===== src/rtl/flash_fetch_seq_if.sv =====
// -----------------------------------------------------------------------------
// flash_fetch_seq_if
// Bundles the job, flash-controller and packed-word stream signals of the
// flash fetch sequencer.
//   job    : start, base_addr, word_count -> busy, done, error
//   flash  : fmc_req, fmc_addr -> fmc_data, fmc_data_valid
//   stream : word_out, word_valid -> word_ready
// Modports:
//   slave  : the sequencer itself (receives jobs, drives flash requests and
//            the packed-word stream)
//   master : the surrounding system (network FSM, flash controller, consumer)
// -----------------------------------------------------------------------------
interface flash_fetch_seq_if #(
    parameter int unsigned ADDR_W = 20
);
    logic              start;
    logic [ADDR_W-1:0] base_addr;
    logic [15:0]       word_count;
    logic              busy;
    logic              done;
    logic              error;
    logic              fmc_req;
    logic [ADDR_W-1:0] fmc_addr;
    logic [7:0]        fmc_data;
    logic              fmc_data_valid;
    logic [31:0]       word_out;
    logic              word_valid;
    logic              word_ready;

    modport master (
        output start, base_addr, word_count, fmc_data, fmc_data_valid, word_ready,
        input  busy, done, error, fmc_req, fmc_addr, word_out, word_valid
    );

    modport slave (
        input  start, base_addr, word_count, fmc_data, fmc_data_valid, word_ready,
        output busy, done, error, fmc_req, fmc_addr, word_out, word_valid
    );
endinterface


===== src/rtl/flash_fetch_seq.sv =====
// -----------------------------------------------------------------------------
// flash_fetch_seq
// Turns a (base address, word count) job into single-byte flash reads with one
// read outstanding, packs every 4 returned bytes little-endian into a 32-bit
// word, and buffers the words in a small FIFO drained by a valid/ready
// consumer. A read that is not answered within TIMEOUT cycles aborts the job
// and raises a sticky error.
// Ports:
//   clk    : system clock, rising edge
//   n_rst  : asynchronous active-low reset
//   bus    : flash_fetch_seq_if.slave (job, flash request and word stream)
// -----------------------------------------------------------------------------
module flash_fetch_seq #(
    parameter int unsigned ADDR_W     = 20,
    parameter int unsigned FIFO_DEPTH = 4,
    parameter int unsigned TIMEOUT    = 31
) (
    input  logic                 clk,
    input  logic                 n_rst,
    flash_fetch_seq_if.slave     bus
);
    localparam int unsigned PTR_W  = $clog2(FIFO_DEPTH);
    localparam int unsigned CNT_W  = PTR_W + 1;
    localparam int unsigned TCNT_W = $clog2(TIMEOUT + 1);

    typedef enum logic [2:0] {
        S_IDLE, S_ISSUE, S_WAIT_DATA, S_HOLD, S_DRAIN, S_ERR
    } state_t;

    state_t            state_q, state_d;
    logic [ADDR_W-1:0] addr_q, addr_d;
    logic [1:0]        byte_idx_q, byte_idx_d;
    logic [23:0]       word_q, word_d;        // lower three lanes of the word in assembly
    logic [15:0]       remaining_q, remaining_d;
    logic [TCNT_W-1:0] tcnt_q, tcnt_d;
    logic              busy_q, busy_d;
    logic              done_q, done_d;
    logic              error_q, error_d;
    logic [PTR_W-1:0]  wr_ptr_q, wr_ptr_d;
    logic [PTR_W-1:0]  rd_ptr_q, rd_ptr_d;
    logic [CNT_W-1:0]  count_q, count_d;
    logic [31:0]       mem_q [FIFO_DEPTH];

    logic              fifo_full, fifo_empty;
    logic              push, pop, flush;
    logic              fmc_req;
    logic [31:0]       push_word;

    assign fifo_full  = (count_q == CNT_W'(FIFO_DEPTH));
    assign fifo_empty = (count_q == '0);
    assign pop        = !fifo_empty && bus.word_ready;
    // The fourth byte goes straight into the FIFO alongside the held lanes.
    assign push_word  = {bus.fmc_data, word_q};

    always_comb begin
        state_d     = state_q;
        addr_d      = addr_q;
        byte_idx_d  = byte_idx_q;
        word_d      = word_q;
        remaining_d = remaining_q;
        tcnt_d      = tcnt_q;
        busy_d      = busy_q;
        done_d      = 1'b0;
        error_d     = error_q;
        push        = 1'b0;
        flush       = 1'b0;
        fmc_req     = 1'b0;

        case (state_q)
            S_IDLE: begin
                if (bus.start) begin
                    error_d = 1'b0;
                    if (bus.word_count != 16'd0) begin
                        addr_d      = bus.base_addr;
                        remaining_d = bus.word_count;
                        byte_idx_d  = '0;
                        busy_d      = 1'b1;
                        state_d     = S_ISSUE;
                    end else begin
                        done_d = 1'b1;
                    end
                end
            end
            S_ISSUE: begin
                // A new word is only begun when the FIFO can take it.
                if (byte_idx_q == 2'd0 && fifo_full) begin
                    state_d = S_HOLD;
                end else begin
                    fmc_req = 1'b1;
                    tcnt_d  = '0;
                    state_d = S_WAIT_DATA;
                end
            end
            S_HOLD: begin
                if (!fifo_full) state_d = S_ISSUE;
            end
            S_WAIT_DATA: begin
                if (bus.fmc_data_valid) begin
                    addr_d = addr_q + ADDR_W'(1);
                    if (byte_idx_q == 2'd3) begin
                        push        = 1'b1;
                        byte_idx_d  = '0;
                        remaining_d = remaining_q - 16'd1;
                        state_d     = (remaining_q == 16'd1) ? S_DRAIN : S_ISSUE;
                    end else begin
                        case (byte_idx_q)
                            2'd0:    word_d[7:0]   = bus.fmc_data;
                            2'd1:    word_d[15:8]  = bus.fmc_data;
                            default: word_d[23:16] = bus.fmc_data;
                        endcase
                        byte_idx_d = byte_idx_q + 2'd1;
                        state_d    = S_ISSUE;
                    end
                end else if (tcnt_q == TCNT_W'(TIMEOUT - 1)) begin
                    state_d = S_ERR;
                end else begin
                    tcnt_d = tcnt_q + TCNT_W'(1);
                end
            end
            S_DRAIN: begin
                if (fifo_empty) begin
                    done_d  = 1'b1;
                    busy_d  = 1'b0;
                    state_d = S_IDLE;
                end
            end
            S_ERR: begin
                flush      = 1'b1;
                busy_d     = 1'b0;
                error_d    = 1'b1;
                byte_idx_d = '0;
                state_d    = S_IDLE;
            end
            default: state_d = S_IDLE;
        endcase
    end

    always_comb begin
        wr_ptr_d = wr_ptr_q;
        rd_ptr_d = rd_ptr_q;
        count_d  = count_q;
        if (flush) begin
            wr_ptr_d = '0;
            rd_ptr_d = '0;
            count_d  = '0;
        end else begin
            if (push) wr_ptr_d = wr_ptr_q + PTR_W'(1);
            if (pop)  rd_ptr_d = rd_ptr_q + PTR_W'(1);
            case ({push, pop})
                2'b10:   count_d = count_q + CNT_W'(1);
                2'b01:   count_d = count_q - CNT_W'(1);
                default: count_d = count_q;
            endcase
        end
    end

    always_ff @(posedge clk or negedge n_rst) begin
        if (!n_rst) begin
            state_q     <= S_IDLE;
            addr_q      <= '0;
            byte_idx_q  <= '0;
            word_q      <= '0;
            remaining_q <= '0;
            tcnt_q      <= '0;
            busy_q      <= 1'b0;
            done_q      <= 1'b0;
            error_q     <= 1'b0;
            wr_ptr_q    <= '0;
            rd_ptr_q    <= '0;
            count_q     <= '0;
        end else begin
            state_q     <= state_d;
            addr_q      <= addr_d;
            byte_idx_q  <= byte_idx_d;
            word_q      <= word_d;
            remaining_q <= remaining_d;
            tcnt_q      <= tcnt_d;
            busy_q      <= busy_d;
            done_q      <= done_d;
            error_q     <= error_d;
            wr_ptr_q    <= wr_ptr_d;
            rd_ptr_q    <= rd_ptr_d;
            count_q     <= count_d;
        end
    end

    // Storage needs no reset: entries are only visible once written.
    always_ff @(posedge clk) begin
        if (push) mem_q[wr_ptr_q] <= push_word;
    end

    assign bus.busy       = busy_q;
    assign bus.done       = done_q;
    assign bus.error      = error_q;
    assign bus.fmc_req    = fmc_req;
    assign bus.fmc_addr   = addr_q;
    assign bus.word_valid = !fifo_empty;
    assign bus.word_out   = fifo_empty ? '0 : mem_q[rd_ptr_q];

endmodule


===== src/flat_wrapper.sv =====
// flat-port wrapper written by rule: the top's interface ports become plain ports
module flash_fetch_seq_flat 
#(
    parameter int unsigned ADDR_W     = 20,
    parameter int unsigned FIFO_DEPTH = 4,
    parameter int unsigned TIMEOUT    = 31
)
  (clk, n_rst, bus_start, bus_base_addr, bus_word_count, bus_fmc_data, bus_fmc_data_valid, bus_word_ready, bus_busy, bus_done, bus_error, bus_fmc_req, bus_fmc_addr, bus_word_out, bus_word_valid);
  flash_fetch_seq_if #(.ADDR_W(ADDR_W)) bus_i ();
  input  logic clk;
  input  logic n_rst;
  input wire logic [$bits(bus_i.start)-1:0] bus_start;
  input wire logic [$bits(bus_i.base_addr)-1:0] bus_base_addr;
  input wire logic [$bits(bus_i.word_count)-1:0] bus_word_count;
  input wire logic [$bits(bus_i.fmc_data)-1:0] bus_fmc_data;
  input wire logic [$bits(bus_i.fmc_data_valid)-1:0] bus_fmc_data_valid;
  input wire logic [$bits(bus_i.word_ready)-1:0] bus_word_ready;
  output wire logic [$bits(bus_i.busy)-1:0] bus_busy;
  output wire logic [$bits(bus_i.done)-1:0] bus_done;
  output wire logic [$bits(bus_i.error)-1:0] bus_error;
  output wire logic [$bits(bus_i.fmc_req)-1:0] bus_fmc_req;
  output wire logic [$bits(bus_i.fmc_addr)-1:0] bus_fmc_addr;
  output wire logic [$bits(bus_i.word_out)-1:0] bus_word_out;
  output wire logic [$bits(bus_i.word_valid)-1:0] bus_word_valid;
  assign bus_i.start = bus_start;
  assign bus_i.base_addr = bus_base_addr;
  assign bus_i.word_count = bus_word_count;
  assign bus_i.fmc_data = bus_fmc_data;
  assign bus_i.fmc_data_valid = bus_fmc_data_valid;
  assign bus_i.word_ready = bus_word_ready;
  assign bus_busy = bus_i.busy;
  assign bus_done = bus_i.done;
  assign bus_error = bus_i.error;
  assign bus_fmc_req = bus_i.fmc_req;
  assign bus_fmc_addr = bus_i.fmc_addr;
  assign bus_word_out = bus_i.word_out;
  assign bus_word_valid = bus_i.word_valid;
  flash_fetch_seq #(.ADDR_W(ADDR_W), .FIFO_DEPTH(FIFO_DEPTH), .TIMEOUT(TIMEOUT)) u_core (.clk(clk), .n_rst(n_rst), .bus(bus_i));
endmodule

===== config.mk =====
export PLATFORM = sky130hd
export DESIGN_NAME = flash_fetch_seq_flat
export DESIGN_NICKNAME = d
export VERILOG_FILES = /design/src/rtl/flash_fetch_seq_if.sv /design/src/rtl/flash_fetch_seq.sv /design/src/flat_wrapper.sv
export SDC_FILE = /design/constraint.sdc
export NUM_CORES = 1
export LEC_CHECK = 0
export BUFFER_PORTS_ARGS = -buffer_cell sky130_fd_sc_hd__buf_2
export CORE_MARGIN = 4
export CORE_UTILIZATION = 53
export DETAILED_ROUTE_END_ITERATION = 8
export PLACE_DENSITY_LB_ADDON = 0.1
export REMOVE_ABC_BUFFERS = 1
export SYNTH_ARGS = -nofsm -noshare
export SYNTH_HDL_FRONTEND = slang
export SYNTH_SLANG_ARGS = --single-unit

===== constraint.sdc =====
create_clock -name clk -period 2.9 [get_ports clk]
set_clock_uncertainty 0.15 [all_clocks]
set_input_delay 0.58 -clock clk [delete_from_list [all_inputs] [get_ports clk]]
set_output_delay 0.58 -clock clk [all_outputs]
set_load 0.01 [all_outputs]

==> results_dict.tcl, run 1 <==
set metrics [dict create \
    vias 6324 \
    slew_viol_final 0 \
    clk_path_buf_depth 3 \
    clk_latency_ps 510 \
    rsz0062_at_grt "false" \
    grt_first_pass_wirelength_microns 34700 \
    crit_path_start_kind "flip-flop" \
    fin_crit_ps 2810 \
    tightest_slew_ps 673 \
    die_y_microns 141 \
    final_antenna_net_count 0 \
    cap_viol_max_count 0 \
    cpMaxStageDelayCell "mux4_2" \
    viasPerCell 6.03 \
    synth_area_leader_cell "edfxtp_1" \
    port_buffers 105 \
    grt_max_degree 53 \
    critPathCaptureType "output pin" \
    place_congestion 0.925 \
    tritoncts "built" \
    async_flop_share_pct 38.5 \
    antenna_found_initial 1 \
    yosysMostFrequentCell "edfxtp_1" \
    yosys_warnings 0 \
    core-area_sq_mm 0.0174 \
    start_util_pct 54.4 \
    htree_levels 1 \
    avgRoutedWirePerCell_microns 20.4 \
    worst_path_dominant_cell_family "multiplexers" \
    placed_cell_area_sq_mm 0.0104 \
    area_growth_pct 18.5 \
    cp.arrival_ps 2080 \
    antenna_cells 0 \
    cpPeakStageDelay_ps 540 \
    dp_cells 1002 \
    slew_headroom_pct 54.7 \
    post-route-cell-area_sq_mm 0.0112 \
    ys_top_cells_by_area "edfxtp_1 (41%), dfrtp_1 (21%), mux4_2 (7.6%), and2_1 (2.3%), mux2_2 (1.9%)" \
    root_buffer "clkbuf_16" \
    yosysTopAreaCellShare_pct 40.7 \
    crit_path_max_fanout 17 \
    ys_ff_latch 208 \
    drt_iter0_drc 482 \
    synth_cell_types 67 \
    io_pins 106 \
    synth_ff_type "edfxtp_1" \
    status "finished clean" \
    cp_cell_sequence "buf_12 > mux4_2 > and2_1 > buf_2" \
    overflow 0 \
    leakage_nw 4.33 \
    syn_area_per_cell_sq_um 13.8 \
    die_area_sq_mm 0.0200 \
    grtUsageTotal_pct 21.7 \
    max_freq_mhz 355 \
    grt_pass1_vias 6426 \
    cts-buffers-inserted 23 \
    min_path_type "in -> reg" \
    finalHoldViolCount 0 \
    finalCritPeriodShare_pct 97.1 \
    drc 0 \
    drtPass1Iterations 5 \
    cp_num_buf_inv 2 \
    setup_tns_ps 0 \
    clk_pin_slew_worst_paths_ps 60 \
    clock-sinks 208 \
    synth-edff-count 128 \
    crit_required_ps 2170 \
    rows 48 \
    ys_seq_area_share_pct 61.9 \
    nFillCells 1300 \
    power_density_mw_per_mm2 1030 \
    routed_wirelength_microns 21400 \
    dp_hpwl_microns 13600 \
    setup_violations 0 \
    worst-setup-path-type "reg -> out" \
    die_w_microns 141 \
    synthCells 686 \
    drive_gt1_share_pct 28.6 \
    fin_nets 870 \
    stdcell_count 1048 \
    syn-cell-area_sq_mm 0.00944 \
    synth.top_cells.by_count "edfxtp_1 (128), dfrtp_1 (80), and2_1 (35)" \
    peakVddDrop_mv 0.597 \
]
## flip-flops by register name, summed over array words and instances, names as in the netlist
register             cells
u_core.mem_q           128
u_core.word_q           24
u_core.bus.fmc_addr     20
u_core.remaining_q      16
u_core.tcnt_q            5
u_core.count_q           3
u_core.state_q           3
u_core.byte_idx_q        2
u_core.rd_ptr_q          2
u_core.wr_ptr_q          2
u_core.bus.busy          1
u_core.bus.done          1
u_core.bus.error         1
## path summary, 6_finish.rpt
| check | startpoint | end | slack, ps | cells past startpoint |
|---|---|---|---|---|
| worst max-delay path | u_core.rd_ptr_q[0]$_DFFE_PN0P_ | bus_word_out[16] | 90 | 4 |
| worst min-delay path | bus_fmc_data[3] | u_core.mem_q[3][27]$_DFFE_PP_ | 190 | 1 |
| worst max register to register | u_core.state_q[1]$_DFFE_PN0P_ | u_core.bus.fmc_addr[4]$_DFFE_PN0P_ | 480 | 5 |
| worst min register to register | u_core.remaining_q[6]$_DFFE_PN0P_ | u_core.remaining_q[6]$_DFFE_PN0P_ | 340 | 1 |
| max in group asynchronous | n_rst | u_core.bus.fmc_addr[2]$_DFFE_PN0P_ | 1460 | 3 |
| min in group asynchronous | n_rst | u_core.word_q[4]$_DFFE_PN0P_ | 450 | 2 |
## cells in the final DEF, fill, tap and decap left out, types with 8 or more instances in the layout
cell type,count
a2bb2oi_1,9
buf_4,30
mux2_1,9
mux2_2,16
o221ai_1,17
and3_1,8
inv_1,21
o2bb2ai_1,9
nor4_1,17
clkbuf_16,23
nor2_1,31
nor3_1,16
a31oi_1,10
mux4_2,32
nand2_1,33
nand3_1,16
dfrtp_1,79
ha_1,14
edfxtp_1,128
buf_2,104
a22oi_1,10
and2_1,35
o21ai_0,14
a21oi_1,25
## routing by layer
layer | vias up | GRT usage (%) | wire length, microns
met5 | - | 0 | 7
met4 | 2 | 5.35 | 491
met3 | 33 | 3.47 | 1250
met2 | 234 | 36.3 | 10600
met1 | 3143 | 30.0 | 9050
li1 | 2912 | - | -
## kinds of logic (layout without fill, tap and decap cells)
family | after synthesis | in the layout | share of synthesized area (%)
flip-flops | 208 | 208 | 61.9
AND/OR/NAND/NOR | 195 | 195 | 11.3
AO/OA/AOI/OAI | 136 | 136 | 10.4
buffers and inverters | 66 | 203 | 2.81
multiplexers | 59 | 59 | 10.8
adder cells (fa/ha/maj) | 15 | 15 | 2.07
XOR/XNOR | 7 | 7 | 0.650
## power breakdown
group	leakage [nW]	internal, mW	total (mW)	switching [mW]
combinational	1.83	1.95	4.06	2.11
clock	0.368	1.74	2.89	1.15
sequential	2.13	3.88	4.62	0.734
total	4.33	7.57	11.6	3.99
## through the flow
step                hold slack, ps  worst slack (ps)  util, %  power, mW
detailed placement             327               413     59.8       8.69
global placement               321               453     59.8       8.54
CTS                            179              34.7     64.4       11.7
finish                         194              85.5     64.4       11.6
floorplan                      134             -1530        -       7.10
global route                   197            0.0799     64.4       12.3
## timing repair
item	CTS	global route
setup endpoints to repair	18	1
pin swaps	0	0
gates resized for setup	1	1
hold buffers	1	0
setup buffers	3	0
hold endpoints to repair	32	0
## cell type report
cell class,count,area [sq um],area share (%)
timing repair buffer,140,856,7.65
multi-input combinational,412,3350,30.0
clock buffer,31,646,5.77
clock inverter,11,119,1.06
tap,225,282,2.52
inverter,21,78.8,0.705
sequential,208,5850,52.3
No activity file was read; power rests on OpenSTA's default activity.
==> run 2, diff against run 1 <==
Settings changed: REMOVE_ABC_BUFFERS 1 to unset.
==> results_dict.tcl, run 2 (same netlist as run 1, synthesis figures left out) <==
set metrics [dict create \
    min_path_type "in -> reg" \
    port_buffers 105 \
    rsz0062_at_grt "false" \
    routed_wirelength_microns 21300 \
    root_buffer "clkbuf_16" \
    switchingPower_mw 3.99 \
    clk_path_buf_depth 3 \
    clock-sinks 208 \
    layout_common_cells "edfxtp_1 (128), buf_2 (104), dfrtp_1 (79)" \
    dp_hpwl_microns 13800 \
    crit_path_start_kind "flip-flop" \
    seq_area_sq_mm 0.00585 \
    vias 6330 \
    layout_commonest_cell "edfxtp_1" \
    crit_end "bus_word_out[25]" \
    cap_viol_max_count 0 \
    top_register "u_core.mem_q" \
    largest_register_ffs 128 \
    antenna_found_initial 0 \
    final_core_util_pct 64.5 \
    cp.arrival_ps 2010 \
    avgRoutedWirePerCell_microns 20.3 \
    finalCritPeriodShare_pct 94.5 \
    regToRegStartpoint "u_core.state_q[2]$_DFFE_PN0P_" \
    die_area_sq_mm 0.0200 \
    reg2regPathDepth 8 \
    io_pins 106 \
    slew_viol_final 0 \
    max_freq_mhz 365 \
    fin_nets 871 \
    placed_cell_area_sq_mm 0.0104 \
    crit_required_ps 2170 \
    drc 0 \
    finalHoldViolCount 0 \
    core-area_sq_mm 0.0174 \
    die_w_microns 141 \
    tritoncts "built" \
    p_seq_share_pct 39.9 \
    cp-startpoint "u_core.rd_ptr_q[0]$_DFFE_PN0P_" \
    r2r_setup_slack_ps 370 \
    power_frac_clock_pct 24.2 \
    multi_input_area_sq_mm 0.00336 \
    die_y_microns 141 \
    clk_pin_slew_worst_paths_ps 60 \
    post-route-cell-area_sq_mm 0.0112 \
    min_from "bus_base_addr[1]" \
    power_density_mw_per_mm2 1030 \
    setup_tns_ps 0 \
    tightest_slew_ps 981 \
    peakVddDrop_mv 0.798 \
    drt_iter0_drc 428 \
    grt_first_pass_wirelength_microns 35000 \
    grtUsageTotal_pct 21.7 \
    fin_crit_ps 2740 \
    area_growth_pct 18.6 \
    drive_gt1_share_pct 28.7 \
    setup_violations 0 \
    clk_latency_ps 500 \
    overflow 0 \
    cts-buffers-inserted 22 \
    syn_nets 750 \
    grt_pass1_vias 6548 \
    htree_levels 1 \
    leakage_nw 4.34 \
    start_util_pct 54.4 \
    hold_ws_ps 223 \
    antenna_cells 0 \
    r2r-end "u_core.count_q[2]$_DFFE_PN0P_" \
    crit_path_max_fanout 15 \
    place_congestion 0.867 \
    drtPass1Iterations 5 \
    critPathCaptureType "output pin" \
    grt_max_degree 52 \
    slew_headroom_pct 34.6 \
    final_antenna_net_count 0 \
    total_power_mw 11.5 \
    power_frac_comb_pct 35.9 \
    nFillCells 1298 \
    internal-power_mw 7.52 \
    rows 48 \
    status "finished clean" \
    viasPerCell 6.04 \
    switching_share_pct 34.6 \
    worst-setup-path-type "reg -> out" \
]
## run 2: cell count changes in the layout (fill, tap and decap cells not counted), sizes merged
| cell | before | now |
|---|---|---|
| buf | 139 | 141 |
| clkbuf | 31 | 29 |
| clkinvlp | 3 | 1 |
| clkinv | 5 | 7 |
## run 2: per-layer routing
| layer | wire (microns) | GRT usage [%] | vias up |
|---|---|---|---|
| met4 | 265 | 4.34 | 0 |
| met3 | 1370 | 3.37 | 21 |
| met1 | 8790 | 29.4 | 3178 |
| li1 | - | - | 2910 |
| met5 | 0 | 0 | - |
| met2 | 10800 | 37.6 | 221 |
## run 2: how the worst min path moves through the flow
stage / endpoint / slack [ps] / cells past startpoint
2_1_floorplan: u_core.bus.busy$_DFFE_PN0P_ / 130 / 0
3_5_place_dp: u_core.remaining_q[6]$_DFFE_PN0P_ / 320 / 1
5_1_grt: u_core.bus.fmc_addr[1]$_DFFE_PN0P_ / 210 / 3
4_1_cts: u_core.bus.fmc_addr[1]$_DFFE_PN0P_ / 200 / 3
3_3_place_gp: u_core.bus.error$_DFFE_PN0P_ / 310 / 1
6_report: u_core.bus.fmc_addr[1]$_DFFE_PN0P_ / 220 / 3
## run 2: metrics by stage
stage	cells	setup WS (ps)
6_report	1048	160
5_1_grt	1048	73.8
4_1_cts	1048	17.4
3_5_place_dp	1006	289
3_3_place_gp	1006	425
2_1_floorplan	686	46.6
## run 2: final cells by class
type	count	share of cell area, %
Sequential cell	208	52.3
Multi-Input combinational cell	412	30.0
Timing Repair Buffer	142	8.00
Clock buffer	29	5.43
Tap cell	225	2.52
Clock inverter	11	1.10
Inverter	21	0.704
## run 2: power by group through the flow
stage / combinational [mW] / clock, mW / sequential, mW
final: 4.13 / 2.78 / 4.60
after global placement: 4.00 / 0 / 4.59
after floorplan: 2.79 / 0 / 4.43
after detailed placement: 4.11 / 0 / 4.65
after CTS: 4.16 / 2.86 / 4.57
after global routing: 4.55 / 3.00 / 4.69
## run 2: what timing repair did
action | in CTS | in global routing
setup buffers | 1 | 0
hold endpoints to repair | 39 | 0
gates resized for setup | 1 | 2
hold buffers | 1 | 0
setup endpoints to repair | 15 | 33
## run 2: worst max-delay path, cell delays in order, from the launching register on
cell	delay [ps]
dfrtp_4	470
buf_12	190
mux4_2	520
and2_1	190
buf_2	140
